[config.mk]
export PLATFORM = sky130hd
export DESIGN_NAME = rr_arb_mux
export DESIGN_NICKNAME = d
export VERILOG_FILES = /design/src/rtl/rr_arb_mux.sv
export SDC_FILE = /design/constraint.sdc
export NUM_CORES = 1
export LEC_CHECK = 0
export BUFFER_PORTS_ARGS = -buffer_cell sky130_fd_sc_hd__clkbuf_2
export CAP_MARGIN = 20
export CORE_MARGIN = 3
export CORE_UTILIZATION = 40
export CTS_CLUSTER_SIZE = 12
export DETAILED_ROUTE_END_ITERATION = 10
export PLACE_DENSITY = 0.8
export SETUP_SLACK_MARGIN = 0.02
export SLEW_MARGIN = 40
export SYNTH_ARGS = -nofsm -noshare
export SYNTH_HDL_FRONTEND = slang
export SYNTH_SLANG_ARGS = --single-unit
[constraint.sdc]
create_clock -name clk -period 1.33 [get_ports clk]
set_input_delay 0.133 -clock clk [delete_from_list [all_inputs] [get_ports clk]]
set_output_delay 0.133 -clock clk [all_outputs]
set_load 0.01 [all_outputs]
[src/rtl/rr_arb_mux.sv]
`default_nettype none
// ============================================================================
//  Module   : rr_arb_mux
//  Purpose  : Registered NUM_CH:1 multiplexer with internal round-robin or
//             fixed-priority arbitration and valid/ready handshakes on both
//             the input channels and the output register.
//  Revision : 1.0  initial release
// ============================================================================
module rr_arb_mux #(
  parameter int WIDTH  = 32,
  parameter int NUM_CH = 2,
  parameter int SEL_W  = 1,
  parameter int MODE   = 0
) (
  input  logic                     clk,
  input  logic                     rst,
  input  logic [NUM_CH-1:0]        in_valid,
  input  logic [NUM_CH*WIDTH-1:0]  in_data,
  output logic [NUM_CH-1:0]        in_ready,
  output logic                     out_valid,
  output logic [WIDTH-1:0]         out_data,
  output logic [SEL_W-1:0]         out_sel,
  input  logic                     out_ready
);

  // Index width actually needed to address NUM_CH channels.
  localparam int c_sel_w_req = (NUM_CH > 1) ? $clog2(NUM_CH) : 1;

  // A mismatched SEL_W would silently truncate or pad the channel index,
  // so refuse to elaborate such a configuration.
  if (SEL_W != c_sel_w_req) begin : g_cfg_err
    $fatal(1, "rr_arb_mux: SEL_W does not match ceil(log2(NUM_CH))");
  end

  logic                 r_out_valid;
  logic [WIDTH-1:0]     r_out_data;
  logic [SEL_W-1:0]     r_out_sel;
  logic [SEL_W-1:0]     r_last_grant;

  logic                 w_load_en;
  logic                 w_found;
  logic [SEL_W-1:0]     w_winner;
  logic                 w_grant;
  logic [WIDTH-1:0]     w_ch_data [NUM_CH];

  // Slice the flattened input bus into one word per channel.
  for (genvar gi = 0; gi < NUM_CH; gi++) begin : g_unpack
    assign w_ch_data[gi] = in_data[gi*WIDTH +: WIDTH];
  end

  // The output register may take a new word when empty or being drained;
  // this keeps one transfer per cycle with no bubble.
  assign w_load_en = !r_out_valid || out_ready;

  if (MODE == 0) begin : g_rr
    int w_rr_idx;

    // Round-robin: search from the channel after the last grant, wrapping.
    // The loop runs from the farthest candidate to the nearest so that the
    // nearest requester is the final (winning) assignment.
    always_comb begin
      w_found  = 1'b0;
      w_winner = '0;
      w_rr_idx = 0;
      for (int k = NUM_CH; k >= 1; k--) begin
        w_rr_idx = int'(r_last_grant) + k;
        if (w_rr_idx >= NUM_CH) begin
          w_rr_idx = w_rr_idx - NUM_CH;
        end
        if (in_valid[SEL_W'(w_rr_idx)]) begin
          w_found  = 1'b1;
          w_winner = SEL_W'(w_rr_idx);
        end
      end
    end
  end else begin : g_fp
    // Fixed priority: lowest requesting index wins (scan high to low so the
    // lowest index is the final assignment).
    always_comb begin
      w_found  = 1'b0;
      w_winner = '0;
      for (int i = NUM_CH - 1; i >= 0; i--) begin
        if (in_valid[SEL_W'(i)]) begin
          w_found  = 1'b1;
          w_winner = SEL_W'(i);
        end
      end
    end
  end

  // A grant is only issued when the register can load and not in reset,
  // so no source ever sees its word accepted during a reset cycle.
  assign w_grant = w_found && w_load_en && !rst;

  // One-hot accept towards the winning channel only.
  always_comb begin
    in_ready = '0;
    if (w_grant) begin
      in_ready[w_winner] = 1'b1;
    end
  end

  // Output register and round-robin pointer.
  always_ff @(posedge clk) begin
    if (rst) begin
      r_out_valid  <= 1'b0;
      r_out_data   <= '0;
      r_out_sel    <= '0;
      r_last_grant <= SEL_W'(NUM_CH - 1);
    end else if (w_load_en) begin
      if (w_found) begin
        r_out_valid <= 1'b1;
        r_out_data  <= w_ch_data[w_winner];
        r_out_sel   <= w_winner;
        if (MODE == 0) begin
          r_last_grant <= w_winner;
        end
      end else begin
        // Drained (or already empty) with nothing new: data/sel just hold.
        r_out_valid <= 1'b0;
      end
    end
  end

  assign out_valid = r_out_valid;
  assign out_data  = r_out_data;
  assign out_sel   = r_out_sel;

endmodule
`default_nettype wire

==> results of run 1 <==
-- power by group --
| group | switching [uW] | leakage (uW) | internal, uW |
|---|---|---|---|
| clock network | 313 | 0.0000371 | 348 |
| registers | 45.1 | 0.000288 | 1130 |
| logic | 238 | 0.000854 | 270 |
-- timing repair --
| action | in CTS | in global routing |
|---|---|---|
| pin swaps | 0 | 0 |
| setup endpoints to repair | 2 | 1 |
| cloned | 0 | 0 |
| resized for setup | 1 | 3 |
| buffers inserted | 2 | 0 |
-- layer usage --
| layer | up-vias | wire length (um) |
|---|---|---|
| li1 | 674 | - |
| met1 | 584 | 1424 |
| met2 | 77 | 1695 |
| met3 | 6 | 467 |
| met4 | 0 | 35 |
| met5 | - | 0 |
-- layout make-up --
| class | instances | area, um2 |
|---|---|---|
| fillers | 334 | 1315 |
| flip-flops and latches | 35 | 704.4 |
| multi-input cells | 74 | 700.7 |
| repair buffers | 109 | 610.6 |
| clock buffers | 6 | 72.57 |
| well taps | 46 | 57.56 |
| inverters | 2 | 7.507 |
-- worst paths after layout --
kind              depth (start not counted)  slack (ps)           end
setup / recovery                          4          90   in_ready[0]
hold / removal                            2          90     out_valid
setup reg to reg                          5         220   out_data[5]
hold reg to reg                           1         460  out_data[31]
-- flip-flops by register name (all words and copies together), names as in the netlist --
| signal | cells |
|---|---|
| out_data | 32 |
| out_sel | 1 |
| out_valid | 1 |
| r_last_grant | 1 |
-- stage by stage --
stage | power [uW] | cell area [um2] | worst slack, ps
3_3_place_gp | 1687 | 2051 | 283.1
3_5_place_dp | 1701 | 2051 | 250.5
2_1_floorplan | 1480 | 1501 | 277.8
4_1_cts | 2384 | 2142 | 54.38
6_report | 2345 | 2153 | 91.05
5_1_grt | 2489 | 2153 | 22.62
-- kinds of logic after synthesis --
family / count (synthesis) / share of synthesized area [%]
compound gates: 36 / 22.08
simple gates: 6 / 3.250
flops: 35 / 46.67
mux: 32 / 21.33
buf+inv: 12 / 6.666
-- cell usage in the layout, fill, tap and decap left out, drive strengths merged --
cell	netlist	final
a2bb2oi	1	1
dfxtp	35	35
inv	2	2
mux2i	32	32
buf	10	6
nor2	3	3
nand2	1	1
o2bb2ai	33	33
nand2b	1	1
clkbuf	0	109
a21oi	2	2
nand3b	1	1
==> results.toml, run 1 <==
[status]
status = "completed"

[worst_setup_path]
timing.rr.start = "out_valid"
crit_start = "r_last_grant"
slowest_stage = "dfxtp_4"
arrival_ps = 1110
crit_path_max_fanout = 13
worstSetupStartpointType = "flip-flop"
timing.critical_path.buf_inv = 3
crit_required_ps = 1200
critPathKind = "flip-flop to output pin"
path_cells = "buf_12 > inv_1 > nor2_1 > clkbuf_2"
cp-end-kind = "output pin"
max_stage_delay_ps = 370
cp_top_family = "flip-flops"

[sta]
slew_headroom_pct = 84.82
setup_viol = 0
clock_skew_ps = 7.000
fin_hold_ws_ps = 87.05
fin_crit_sh_pct = 93.15
fin_tns_setup_ps = 0
fin_crit_ps = 1239
rsz0062_at_grt = "false"
tightest_slew_ps = 221.4
slew_violations = 0
hold_viol_final = 0
fmax_mhz = 807.1

[yosys]
yosys_warnings = 0
ys_types = 15
synth.top_cells.by_count = "dfxtp_1, mux2i_1, o2bb2ai_1, buf_6, nor2_1"
ys_seq_area_share_pct = 46.67
synth_flop_cell = "dfxtp_1"
syn_area_per_cell_um2 = 12.41
yosysMostFrequentCell = "dfxtp_1"
yosysTopAreaCell = "dfxtp_1"
synth_cells = 121
ys_top_cells_by_area = "dfxtp_1, mux2i_1, o2bb2ai_1"
ys_async_sr_fraction_pct = 0
ys_ff_latch = 35
synthDominantCellAreaShare_pct = 46.67
synth_area_um2 = 1501
synth_nets = 190
synth-edff-count = 0

[routing]
first_iter_violations = 25
postRouteAntennaNets = 0
drcViolationCount = 0
num_vias = 1341
wl_per_cell_um = 13.32
post_drt_via_cell_ratio = 4.930
dr.pass1.iters = 4
drt-total-wl_um = 3622

[global_routing]
use_met3_pct = 6.822
grt_max_degree = 34
use_met1_pct = 18.20
grt_pass1_vias = 1309
use_met2_pct = 30.06
grt.busiest_layer = "met2"
grt.overflow.total = 0
grtUsageTotal_pct = 16.80
antenna_found_initial = 0
grt_pass1_wl_um = 5692

[clocking]
htree_levels = 2
cts_buffer_depth = 2
cts.sinks = 35
clk_latency_ps = 270
cts-root-buf = "clkbuf_8"
cts_tree = "done"
cts_buffers = 5
clkTransAtPathRegs_ps = 60
cts_hold_buf = 0

[place]
place_inst = 264
hpwl_um = 2857
port_buffers = 103
gp_congestion = 0.6271

[die]
ios = 105
die_y_um = 67.27
fp.dieW_um = 67.27
core.rowCount = 21
coreArea_um2 = 3468
start_util_pct = 43.29
fp.dieArea_um2 = 4525

[run]
drv_cap = 0

[layout]
diodes = 0
stdcell_count = 272
fin_util_pct = 62.09
area_growth_syn_to_layout_pct = 43.42
num-nets-final = 296
drive_gt1_share_pct = 53.10

[power]
ir_drop_mv = 0.5917
power_density_nw_per_um2 = 1089
p_leak_uw = 0.001179

[hold_path]
worstHoldStart = "rst"
hold_path_class = "input pin to flip-flop"
Note: power is estimated with default switching activity, not from simulation.
==> run 2, diff against run 1 <==
--- a/config.mk
+++ b/config.mk
@@ -5,13 +5,14 @@
 export SDC_FILE = /design/constraint.sdc
 export NUM_CORES = 1
 export LEC_CHECK = 0
+export ABC_AREA = 1
 export BUFFER_PORTS_ARGS = -buffer_cell sky130_fd_sc_hd__clkbuf_2
 export CAP_MARGIN = 20
 export CORE_MARGIN = 3
-export CORE_UTILIZATION = 40
+export CORE_UTILIZATION = 45
 export CTS_CLUSTER_SIZE = 12
 export DETAILED_ROUTE_END_ITERATION = 10
-export PLACE_DENSITY = 0.8
+export PLACE_DENSITY = 0.82
 export SETUP_SLACK_MARGIN = 0.02
 export SLEW_MARGIN = 40
 export SYNTH_ARGS = -nofsm -noshare
==> run 2 against run 1 <==
Against the previous run: worst hold slack gained 31 ps; clock skew fell by 2.3 ps; total power up 13%; die area increased by 14%; synthesized area rose by 30%; final cell count increased by 75%; largest cell class is now multi-input gates.
==> results.toml, run 2 <==
[routing]
post_drt_via_cell_ratio = 4.307
num_vias = 2046
drt-total-wl_um = 4535
postRouteAntennaNets = 0
dr.pass1.iters = 4
drcViolationCount = 0
first_iter_violations = 92
wl_per_cell_um = 9.547

[hold_path]
hold_end = "out_valid"
hold_depth = 2
hold_path_class = "input pin to flip-flop"
worstHoldStart = "rst"

[status]
status = "completed"

[place]
hpwl_um = 3380
gp_congestion = 0.7599
port_buffers = 103
place_inst = 466
place_ws_ps = 53.67

[yosys]
ys_async_sr_fraction_pct = 0
yosys_warnings = 0
synth_cells = 321
yosysTopAreaCell = "dfxtp_1"
ys_top_cells_by_area = "dfxtp_1, nand2_1, inv_1"
ys_seq_area_share_pct = 36.04
synth-edff-count = 0
synth_flop_cell = "dfxtp_1"
ys_ff_latch = 35
synth_area_um2 = 1944
ys_types = 16
synth_nets = 390
synth.top_cells.by_count = "nand2_1, inv_1, dfxtp_1, a21oi_1, nor2_1"
syn_area_per_cell_um2 = 6.057
synthDominantCellAreaShare_pct = 36.04
yosysMostFrequentCell = "nand2_1"

[layout]
stdcell_count = 475
diodes = 0
layout_commonest_cell = "clkbuf_2"
drive_gt1_share_pct = 30.59
largest_reg_flops = 32
mostFrequentLayoutCells = "clkbuf_2, nand2_1, inv_1, a21oi_1, dfxtp_1"
fin_util_pct = 64.88
num-nets-final = 493
area_growth_syn_to_layout_pct = 36.36

[clocking]
clkTransAtPathRegs_ps = 70
clk_latency_ps = 270
cts_buffers = 5
cts_buffer_depth = 2
cts-root-buf = "clkbuf_8"
htree_levels = 2
cts_hold_buf = 0
cts.sinks = 35
cts_tree = "done"

[worst_setup_path]
cp-end-kind = "output pin"
critPathKind = "flip-flop to output pin"
reg2reg_to = "out_data[5]"
slowest_stage = "dfxtp_2"
path_cells = "buf_6 > inv_4 > nand3_4 > nor2_2 > buf_2"
crit_required_ps = 1200
ff2ff_setup_slack_ps = 100
worstSetupStartpointType = "flip-flop"
arrival_ps = 1100
rr_worst_depth = 5
crit_path_max_fanout = 3
max_stage_delay_ps = 330
timing.rr.start = "r_last_grant"

[die]
ios = 105
fp.dieW_um = 71.73
die_y_um = 71.73
core.rowCount = 23
fp.dieArea_um2 = 5145
start_util_pct = 47.58
coreArea_um2 = 4086

[sta]
fin_crit_sh_pct = 92.93
slew_headroom_pct = 88.01
finalWorstSetupSlack_ps = 93.97
fmax_mhz = 809.0
rsz0062_at_grt = "false"
setup_viol = 0
fin_crit_ps = 1236
clock_skew_ps = 4.680
hold_viol_final = 0
fin_tns_setup_ps = 0
slew_violations = 0
tightest_slew_ps = 179.9

[global_routing]
grt.overflow.total = 0
grt_max_degree = 34
grt_pass1_wl_um = 7590
antenna_found_initial = 0
grt_pass1_vias = 1880
grtUsageTotal_pct = 17.85

[power]
power_density_nw_per_um2 = 1003
p_leak_uw = 0.001584
ir_drop_mv = 0.7564

[run]
drv_cap = 0
==> run 2: metrics by stage <==
step / total power [uW] / hold slack (ps) / area [um2]
floorplan: 1589 / 202.1 / 1944
global placement: 1823 / 372.8 / 2509
detailed placement: 1842 / 386.8 / 2509
CTS: 2678 / 91.33 / 2625
global route: 2826 / 125.3 / 2651
finish: 2660 / 117.7 / 2651
==> run 2: how the worst max path moves through the flow <==
stage / cells after the start / endpoint / start
global placement: 7 / out_data[13] / r_last_grant
floorplan: 4 / in_ready[0] / out_valid
detailed placement: 7 / out_data[24] / r_last_grant
finish: 5 / in_ready[1] / r_last_grant
global route: 5 / in_ready[1] / r_last_grant
CTS: 4 / in_ready[0] / out_valid
==> run 2: power breakdown <==
group	total [uW]	switching, uW	internal, uW
Combinational	648	348	300
Clock	828	356	473
Sequential	1180	45.1	1140
==> run 2: timing repair <==
| action | 4_1_cts | 5_1_grt |
|---|---|---|
| gates cloned | 0 | 0 |
| gates resized for setup | 2 | 9 |
| pin swaps | 0 | 3 |
| setup endpoints to repair | 2 | 2 |
| buffers inserted | 1 | 0 |
==> run 2: cell families (layout without fill, tap and decap cells) <==
kind of cell / Yosys count / count (layout) / share of synthesized area (%)
DFF: 35 / 35 / 36.04
and+or+nand+nor: 169 / 169 / 37.07
AOI/OAI and AO/OA: 34 / 34 / 8.751
buffers and inverters: 83 / 187 / 18.15
==> run 2: worst max-delay path, delay by kind of cell (launching register included) <==
kind,cells,cell delay (ps)
flip-flops,1,330
buffers and inverters,3,320
AND/OR/NAND/NOR,2,190
==> run 2: routing by layer <==
metal	vias up	part of all wire [%]	GRT usage (%)
met5	-	0	0
met4	0	0.66	4.802
met2	73	47	30.71
li1	1123	-	-
met1	846	44	22.40
met3	4	7.9	4.067
==> run 2: layout make-up <==
type                    count  area, um2
well taps                  50      62.56
flip-flops and latches     35      701.9
multi-input cells         203      920.9
fillers                   379       1435
inverters                  67      254.0
repair buffers            112      611.8
clock buffers               8      100.1
==> run 3, diff against run 2 <==
--- a/config.mk
+++ b/config.mk
@@ -12,6 +12,7 @@
 export CORE_UTILIZATION = 45
 export CTS_CLUSTER_SIZE = 12
 export DETAILED_ROUTE_END_ITERATION = 10
+export GPL_TIMING_DRIVEN = 0
 export PLACE_DENSITY = 0.82
 export SETUP_SLACK_MARGIN = 0.02
 export SLEW_MARGIN = 40
==> run 3 against run 2 <==
Against the previous run: sequential cell count did not move; clock skew rose by 0.68 ps; clock-buffer cell count did not move; non-clock buffer count rose by 9; via count rose by 2.2%; total power fell by 0.34%; design area rose by 0.19%; maximum frequency fell by 1.4%; largest cell class unchanged.
==> results.toml, run 3 (same netlist as run 2, synthesis figures left out) <==
[status]
status = "completed"

[layout]
area_growth_syn_to_layout_pct = 36.62
layout_commonest_cell = "clkbuf_2"
stdcell_count = 484
drive_gt1_share_pct = 30.88
mostFrequentLayoutCells = "clkbuf_2, nand2_1, inv_1, a21oi_1"
num-nets-final = 502
diodes = 0
fin_util_pct = 65.00
largest_reg_flops = 32

[clocking]
clk_latency_ps = 280
cts_buffer_depth = 2
cts.sinks = 35
cts_tree = "done"
cts_hold_buf = 0
clkTransAtPathRegs_ps = 70
cts-root-buf = "clkbuf_8"
htree_levels = 2
cts_buffers = 5

[die]
ios = 105
start_util_pct = 47.58
core.rowCount = 23
fp.dieW_um = 71.73
coreArea_um2 = 4086
die_y_um = 71.73
fp.dieArea_um2 = 5145

[global_routing]
grt_pass1_vias = 1932
grtUsageTotal_pct = 19.11
grt_max_degree = 11
grt_pass1_wl_um = 7893
grt.overflow.total = 0
antenna_found_initial = 0

[sta]
slew_headroom_pct = 73.42
fin_crit_ps = 1254
slew_violations = 0
setup_viol = 0
hold_viol_final = 0
clock_skew_ps = 5.355
fmax_mhz = 797.5
tightest_slew_ps = 398.6
fin_tns_setup_ps = 0
fin_crit_sh_pct = 94.29
rsz0062_at_grt = "true"

[worst_setup_path]
max_stage_delay_ps = 320
ff2ff_setup_slack_ps = 130
path_cells = "nand2_2 > nand2_2 > buf_6 > nor3_2 > buf_2"
reg2reg_to = "out_data[11]"
crit_path_max_fanout = 3
cp_common_cell = "nand2_2"
rr_worst_depth = 7
timing.rr.start = "out_valid"
worstSetupStartpointType = "flip-flop"
critPathKind = "flip-flop to output pin"
crit_required_ps = 1200
cp_top_family = "flip-flops"
cp-end-kind = "output pin"
arrival_ps = 1120
slowest_stage = "dfxtp_2"
timing.critical_path.buf_inv = 2

[power]
power_density_nw_per_um2 = 998.1
p_leak_uw = 0.001599
ir_drop_mv = 0.6149

[hold_path]
hold_depth = 2
worstHoldStart = "rst"
hold_path_class = "input pin to flip-flop"
hold_end = "out_valid"

[routing]
num_vias = 2092
drt-total-wl_um = 4792
wl_met3_um = 465
post_drt_via_cell_ratio = 4.322
postRouteAntennaNets = 0
wl_per_cell_um = 9.901
wl_met2_um = 2285
dr.max_layer_used = "met4"
first_iter_violations = 88
drcViolationCount = 0
routedLengthMet1_um = 1990
dr.pass1.iters = 4

[run]
drv_cap = 0

[place]
place_inst = 474
hpwl_um = 3693
gp_congestion = 0.7598
port_buffers = 103
==> run 3: cell type report <==
class,instances,area (um2)
Inverter,67,251.5
Clock buffer,8,100.1
Tap cell,50,62.56
Fill cell,399,1430
Buffer,16,107.6
Sequential cell,35,703.2
Multi-Input combinational cell,203,900.9
Timing Repair Buffer,105,530.5
==> run 3: power by group <==
group / internal [uW] / total, uW / switching [uW]
logic: 299 / 646 / 348
registers: 1140 / 1190 / 48.5
clock network: 472 / 817 / 344
==> run 3: timing repair <==
item	CTS	global route
endpoints found under the hold margin	0	0
buffers inserted	2	0
gates resized for setup	5	3
endpoints found under the setup margin	1	2
pin swaps	1	0
==> run 3: worst max path at each step <==
stage	start	endpoint	slack [ps]	depth (start not counted)
floorplan	out_valid	in_ready[0]	230	4
global placement	out_valid	in_ready[0]	100	5
detailed placement	out_valid	in_ready[0]	100	5
CTS	out_valid	in_ready[0]	40	5
global route	out_valid	in_ready[0]	9	5
finish	out_valid	in_ready[0]	80	5
==> run 3: stage by stage <==
| stage | setup WS [ps] | cell area (um2) | hold slack, ps | total power [uW] |
|---|---|---|---|---|
| 6_report | 76.01 | 2656 | 80.75 | 2651 |
| 5_1_grt | 8.609 | 2656 | 81.68 | 2821 |
| 4_1_cts | 38.00 | 2654 | 71.52 | 2689 |
| 3_5_place_dp | 103.7 | 2522 | 363.5 | 1847 |
| 3_3_place_gp | 96.04 | 2522 | 365.0 | 1830 |
| 2_1_floorplan | 234.9 | 1944 | 202.1 | 1589 |
==> run 3: routing by layer <==
layer | vias up | global-route usage (%)
met5 | - | 0
met4 | 0 | 5.637
met3 | 9 | 5.470
met2 | 83 | 34.90
met1 | 856 | 21.37
li1 | 1144 | -
==> run 3: worst register-to-register path, cell delays in order, from the launching register on <==
cell     delay (ps)
dfxtp_2         320
nand2_2          80
nand2_2          70
buf_4           150
buf_6           140
buf_6           140
a21oi_1         150
nor2_1           50
